===== src/rtl/regfile_pkg.sv =====
// Shared types and helpers for the multi-port register file.
// The optional scoreboard is enabled by defining REGFILE_SCOREBOARD_EN.
package regfile_pkg;

  localparam int RF_XLEN  = 32;
  localparam int RF_NREGS = 32;

  typedef enum logic {RF_CLEAR, RF_READY} rf_state_t;

  function automatic int rf_aw(input int nregs);
    return $clog2(nregs);
  endfunction

endpackage


===== src/rtl/regfile_clr_ctrl.sv =====
// Post-reset clear engine: walks every register address once, then raises ready.
// Holds the pipeline off until the whole array is known to be zero.
module regfile_clr_ctrl
  import regfile_pkg::*;
#(
  parameter int NREGS = RF_NREGS
) (
  input  logic                       clk,
  input  logic                       rst_n,
  output logic                       ready,
  output logic                       clr_we,
  output logic [rf_aw(NREGS)-1:0]    clr_addr
);

  localparam int AW = rf_aw(NREGS);
  localparam logic [AW-1:0] LAST = AW'(NREGS - 1);

  rf_state_t     state;
  logic [AW-1:0] clr_cnt;

  always_ff @(posedge clk or negedge rst_n) begin
    if (!rst_n) begin
      state   <= RF_CLEAR;
      clr_cnt <= '0;
    end else if (state == RF_CLEAR) begin
      clr_cnt <= clr_cnt + 1'b1;
      if (clr_cnt == LAST) state <= RF_READY;
    end
  end

  assign ready    = (state == RF_READY);
  assign clr_we   = (state == RF_CLEAR);
  assign clr_addr = clr_cnt;

endmodule


===== src/rtl/regfile_mp.sv =====
// Multi-port register file with same-cycle write-to-read bypass and a post-reset clear engine.
// Define REGFILE_SCOREBOARD_EN to add per-register busy tracking (sb_set/sb_addr/rbusy).
module regfile_mp
  import regfile_pkg::*;
#(
  parameter int XLEN     = RF_XLEN,
  parameter int NREGS    = RF_NREGS,
  parameter int NRD      = 2,
  parameter int NWR      = 2,
  parameter int ZERO_REG = 1
) (
  input  logic                                 clk,
  input  logic                                 rst_n,
  input  logic [NWR-1:0]                       we,
  input  logic [NWR-1:0][rf_aw(NREGS)-1:0]     waddr,
  input  logic [NWR-1:0][XLEN-1:0]             wdata,
  input  logic [NRD-1:0][rf_aw(NREGS)-1:0]     raddr,
  output logic [NRD-1:0][XLEN-1:0]             rdata,
  output logic                                 ready
`ifdef REGFILE_SCOREBOARD_EN
  ,
  input  logic                                 sb_set,
  input  logic [rf_aw(NREGS)-1:0]              sb_addr,
  output logic [NRD-1:0]                       rbusy
`endif
);

  localparam int AW = rf_aw(NREGS);

  logic [XLEN-1:0] regs [NREGS];
  logic            clr_we;
  logic [AW-1:0]   clr_addr;

  regfile_clr_ctrl #(.NREGS(NREGS)) u_clr (
    .clk      (clk),
    .rst_n    (rst_n),
    .ready    (ready),
    .clr_we   (clr_we),
    .clr_addr (clr_addr)
  );

  function automatic logic wr_ok(input logic en, input logic [AW-1:0] wa);
    return en && !((ZERO_REG != 0) && (wa == '0));
  endfunction

  function automatic logic wr_hit(input logic en, input logic [AW-1:0] wa,
                                  input logic [AW-1:0] ra);
    return wr_ok(en, wa) && (wa == ra);
  endfunction

  // Ports are visited in ascending order so the highest-index writer lands last.
  always_ff @(posedge clk) begin
    if (clr_we) begin
      regs[clr_addr] <= '0;
    end else begin
      for (int j = 0; j < NWR; j++) begin
        if (wr_ok(we[j], waddr[j])) regs[waddr[j]] <= wdata[j];
      end
    end
  end

  for (genvar i = 0; i < NRD; i++) begin : g_rd
    logic [XLEN-1:0] val;

    always_comb begin
      val = regs[raddr[i]];
      for (int j = 0; j < NWR; j++) begin
        if (wr_hit(we[j], waddr[j], raddr[i])) val = wdata[j];
      end
      if (((ZERO_REG != 0) && (raddr[i] == '0)) || !ready) val = '0;
    end

    assign rdata[i] = val;
  end

`ifdef REGFILE_SCOREBOARD_EN
  logic [NREGS-1:0] busy;

  // A new producer marked in the same cycle as a retiring write keeps the register busy.
  always_ff @(posedge clk or negedge rst_n) begin
    if (!rst_n) begin
      busy <= '0;
    end else if (ready) begin
      for (int j = 0; j < NWR; j++) begin
        if (we[j]) busy[waddr[j]] <= 1'b0;
      end
      if (sb_set) busy[sb_addr] <= 1'b1;
      if (ZERO_REG != 0) busy[0] <= 1'b0;
    end
  end

  for (genvar i = 0; i < NRD; i++) begin : g_sb
    logic hit;

    always_comb begin
      hit = 1'b0;
      for (int j = 0; j < NWR; j++) begin
        if (wr_hit(we[j], waddr[j], raddr[i])) hit = 1'b1;
      end
    end

    assign rbusy[i] = ready && busy[raddr[i]] && !hit &&
                      !((ZERO_REG != 0) && (raddr[i] == '0));
  end
`endif

endmodule


===== config.mk =====
export PLATFORM = sky130hd
export DESIGN_NAME = regfile_mp
export DESIGN_NICKNAME = d
export VERILOG_FILES = /design/src/rtl/regfile_pkg.sv /design/src/rtl/regfile_clr_ctrl.sv /design/src/rtl/regfile_mp.sv
export SDC_FILE = /design/constraint.sdc
export NUM_CORES = 2
export LEC_CHECK = 0
export CORE_ASPECT_RATIO = 0.75
export CORE_UTILIZATION = 29
export DETAILED_ROUTE_END_ITERATION = 12
export HOLD_SLACK_MARGIN = 0.05
export PLACE_DENSITY_LB_ADDON = 0.3
export SLEW_MARGIN = 20
export SYNTH_ARGS = -nofsm -noshare
export SYNTH_HDL_FRONTEND = slang
export SYNTH_SLANG_ARGS = --single-unit

===== constraint.sdc =====
create_clock -name clk -period 4.9 [get_ports clk]
set_input_delay 0.98 -clock clk [delete_from_list [all_inputs] [get_ports clk]]
set_output_delay 0.98 -clock clk [all_outputs]
set_load 0.01 [all_outputs]

==> results.md <==
Status:
- The flow ran to the end, and the final reports show no timing, DRC or antenna violations.

Detailed routing:
- For this block, the via count after detailed routing is 50400.
- The first detailed-routing pass took 7 iterations.
- The routed length per placed instance is around 31 µm.
- The detailed-route DRC error count is 0.
- In this run the remaining antenna-violating nets after routing total 0.
- The number of vias per cell after detailed routing is a little under 6.
- The count of routing violations after the opening detailed-route iteration is 7881.
- After detailed routing, the total wire length is 268100 µm.

Timing:
- The remaining max-slew budget at the tightest pin is 0.2382.
- The maximum clock rate is approximately 210 MHz.
- Setup repair after global routing left no endpoint under its margin.
- The max-slew violation count is 0.
- The number of hold violations in the final report came to 0.
- The clock arrives with 0.04617 ns of skew.
- The period utilization is 0.9928.
- Setup violations remaining at the end of the flow were counted as 0.
- For the final routed database, the setup TNS stands at 0 ns.
- The final critical path time including I/O delays and setup is just under 5 ns.
- For the pin with the worst max-slew slack, the measured transition is around 1.1 ns.

Layout:
- The share of final-layout standard cells stronger than drive strength 1 is 0.1423.
- The number of standard cells in the layout, taps in and fillers out is 8559.
- The number of filler instances in the final layout is slightly above 20000.
- For this run, the post-layout net count is between 5000 and 6000.
- The synthesis-to-finish area growth is 18.90%.
- The end-of-flow core utilization is 0.3475.

Clock network:
- The number of buffers on the longest clock path is 3.
- The tree is rooted in a clkbuf_16.
- The CTS sink count is a little over 1000.
- The clock transition at the register clock pins on the worst setup and hold paths after CTS is about 0.060 ns.
- The source-to-sink clock delay at the later pin of the worst-skew pair is 0.76 ns.
- The number of levels in the clock H-tree is 3.
- The clock tree from TritonCTS is yes.
- The CTS buffer count is ~120.

Global routing:
- The largest net degree at the start of global routing is between 60 and 70.
- The number of global-route vias before repair is around 47000.
- The initial antenna violation count came to 10.
- Across every metal layer, demand over resource in global routing totals 0.2489.
- The wire length of the first global-routing pass is roughly 370000 µm.
- After global routing the overflow that remains totals 0.

Floorplan:
- Row generation in the floorplan step produced 144 rows.
- The floorplan step defined a die boundary enclosing approximately 210000 µm².
- around 150 I/O pins were placed.
- In this run the horizontal extent of the chip is 527.9 µm.
- The vertical die dimension is ~400 µm.
- The initial utilization of the core area, before any placement, comes to 0.2923.
- The placeable core area is 205800 µm².

Placement:
- Summed over all nets, the half-perimeter wirelength after detailed placement is between 150000 and 200000 µm.
- The last weighted congestion value of the routability-driven placer is ~0.9.
- The total instance count after detailed placement is between 8000 and 9000.
- The count of buffers inserted at the top-level ports is 152.

Worst setup path:
- The launch point of the worst path is raddr[4].
- Counting cells, the worst reg-to-reg path comes to 5.
- The arrival time of the worst setup path is around 3.9 ns.
- The critical path in this run is classified as input pin to output port.
- The largest single stage delay on the critical path is about 0.63 ns.
- The worst setup path is captured at an output port.
- The critical path contains buffers and inverters numbering 4 combined.
- The maximum fanout encountered on the critical timing path is 15.
- At the worst endpoint, the required time is roughly 3.9 ns.
- The critical path crosses 9 cells after its start point.
- The launching element type of the critical path is an input pin.
- The startpoint identified for the worst register-to-register timing path is u_clr.ready.
- The slowest cell on the critical path is or3b_2.
- The critical path goes through clkdlybuf4s50_1 -> buf_12 -> or3b_2 -> buf_12 -> o22ai_1 -> nor3_1 -> nand4_1 -> a32o_1 -> clkdlybuf4s50_1.
- The dominant delay contributor by cell family on the critical path is buffers and inverters.

Worst hold path:
- The worst min-delay path class is input pin to asynchronous set/reset pin.

Yosys:
- The synthesized netlist contains 53 unique library cells.
- In the synthesized netlist, the number of instances is around 5700.
- The count of synthesis-stage warnings from yosys is 0.
- In this run the cell area of the synthesized design comes to between 60000 and 70000 µm².
- The synthesized design contains 1024 enable-type register cells.
- The synthesized net count is approximately 5800.
- The fraction of registers with async set or reset after synthesis is 0.005825.
- The register bit count reported by yosys is between 1000 and 1500.
- Among all flip-flop cells after synthesis, the most frequent one is edfxtp_1.
- The average cell area after synthesis is roughly 11 µm².
- For this run, the register share of the synthesized area comes to 0.5138.

Pwr:
- The worst-case IR drop observed on VDD is about 360 µV.
- The total power density per cell area is between 200 and 300 nW/µm².
- The overall power after layout is between 0.02 and 0.025 W.
- The leakage power total is ~25 nW.

Job:
- Across the run, the number of max-cap violations was 0.
==> timing repair <==
item | CTS | global route
cloned | 0 | 1
endpoints found under the setup margin | 25 | 35
resized for setup | 2 | 14
pin swaps | 0 | 4
buffers inserted | 0 | 5
hold endpoints to repair | 0 | 0
hold buffers | 0 | 0
==> cell usage in the layout (no fill, tap or decap), drive strengths merged, types with 7 or more instances in the layout <==
| cell type | n |
|---|---|
| nand4 | 71 |
| nor2 | 109 |
| clkdlybuf4s50 | 144 |
| nand2b | 71 |
| nand2 | 1050 |
| edfxtp | 1024 |
| clkinvlp | 7 |
| buf | 421 |
| mux4 | 138 |
| a32o | 62 |
| xor2 | 8 |
| mux2i | 753 |
| o21ai | 1117 |
| a221oi | 124 |
| clkbuf | 151 |
| nor3 | 66 |
| o22ai | 284 |
| nand3 | 9 |
| clkinv | 45 |
| bufinv | 9 |
| inv | 42 |
| xnor2 | 15 |
==> worst paths after layout <==
| path | endpoint | slack [ns] |
|---|---|---|
| hold reg to reg | u_clr.clr_addr[2] | 0.56 |
| hold / removal | u_clr.clr_addr[4] | 0.47 |
| min in group clk | u_clr.clr_addr[2] | 0.56 |
| setup / recovery | rdata[17] | 0.04 |
| setup reg to reg | regs[4][31] | 1.18 |
| max in group asynchronous | u_clr.clr_addr[3] | 4.20 |
==> power breakdown <==
part           switching [W]  internal [W]  total, W  leakage, nW
sequential        0.00000960       0.00976   0.00977         10.7
combinational        0.00171       0.00101   0.00272         12.6
clock                0.00387       0.00493   0.00880         1.78
==> routing by layer <==
metal | vias to the layer above | GRT usage | part of all wire | routed length, µm
met5 | - | 0 | 0 | 0
li1 | 21320 | - | - | -
met4 | 0 | 0.1043 | 0.048 | 12800
met2 | 3614 | 0.3590 | 0.42 | 111500
met1 | 24820 | 0.3435 | 0.40 | 108300
met3 | 644 | 0.07531 | 0.13 | 35460
==> cells by family after synthesis <==
family	after synthesis	synth area share
compound gates	1608	0.1538
xor+xnor	23	0.003350
fa+ha+maj	2	0.0004160
buf+inv	735	0.05234
flops	1030	0.5138
mux	894	0.1776
simple gates	1405	0.09878
==> state kept, by name, summed over array words and instances, names as in the netlist <==
register        flops
regs             1024
u_clr.clr_addr      5
u_clr.ready         1
==> cell type report <==
cell class	count	area, µm²	area share
Sequential cell	1030	30900	0.4321
Multi-Input combinational cell	3932	26880	0.3759
Inverter	41	157.7	0.002205
Timing Repair Buffer	568	6396	0.08945
Tap cell	2774	3471	0.04854
Antenna cell	2	5.005	0.00006999
Clock inverter	62	583.1	0.008154
Clock buffer	150	3115	0.04357
==> stage by stage <==
| stage | worst slack (ns) | hold WS [ns] | area, µm² |
|---|---|---|---|
| after floorplan | 0.5791 | 0.4938 | 60140 |
| after global placement | -0.2229 | 0.5364 | 67660 |
| after detailed placement | -0.1072 | 0.5476 | 67660 |
| after CTS | 0.001452 | 0.4328 | 71370 |
| after global routing | 0.004621 | 0.4611 | 71510 |
| final | 0.03526 | 0.4689 | 71510 |
==> synthesized netlist by cell type (3+ instances only) <==
| cell type | n | area, µm² |
|---|---|---|
| buf_2 | 216 | 1081 |
| mux4_2 | 138 | 3108 |
| or3_1 | 6 | 37.54 |
| clkbuf_1 | 426 | 1599 |
| nor2_2 | 22 | 137.6 |
| inv_1 | 41 | 153.9 |
| nor2b_1 | 4 | 25.02 |
| xnor2_1 | 15 | 131.4 |
| nand4_1 | 71 | 444.2 |
| nor2_1 | 84 | 315.3 |
| dfrtp_1 | 6 | 150.1 |
| edfxtp_1 | 1024 | 30750 |
| nand3_1 | 9 | 45.04 |
| nor2_8 | 3 | 60.06 |
| xor2_1 | 8 | 70.07 |
| mux2_2 | 3 | 33.78 |
| nor3_1 | 66 | 330.3 |
| o21ai_0 | 1032 | 5165 |
| o21ai_1 | 85 | 425.4 |
| a32o_1 | 62 | 620.6 |
| buf_4 | 18 | 135.1 |
| or2_2 | 5 | 31.28 |
| clkbuf_2 | 5 | 25.02 |
| buf_1 | 23 | 86.33 |
| mux2i_1 | 753 | 7537 |
| a221oi_1 | 124 | 1086 |
| o22ai_1 | 284 | 1777 |
| a31oi_1 | 4 | 25.02 |
| nand2b_1 | 71 | 444.2 |
| nand2_1 | 1050 | 3941 |
| buf_6 | 6 | 67.56 |
Note: power is estimated with default switching activity, not from simulation.
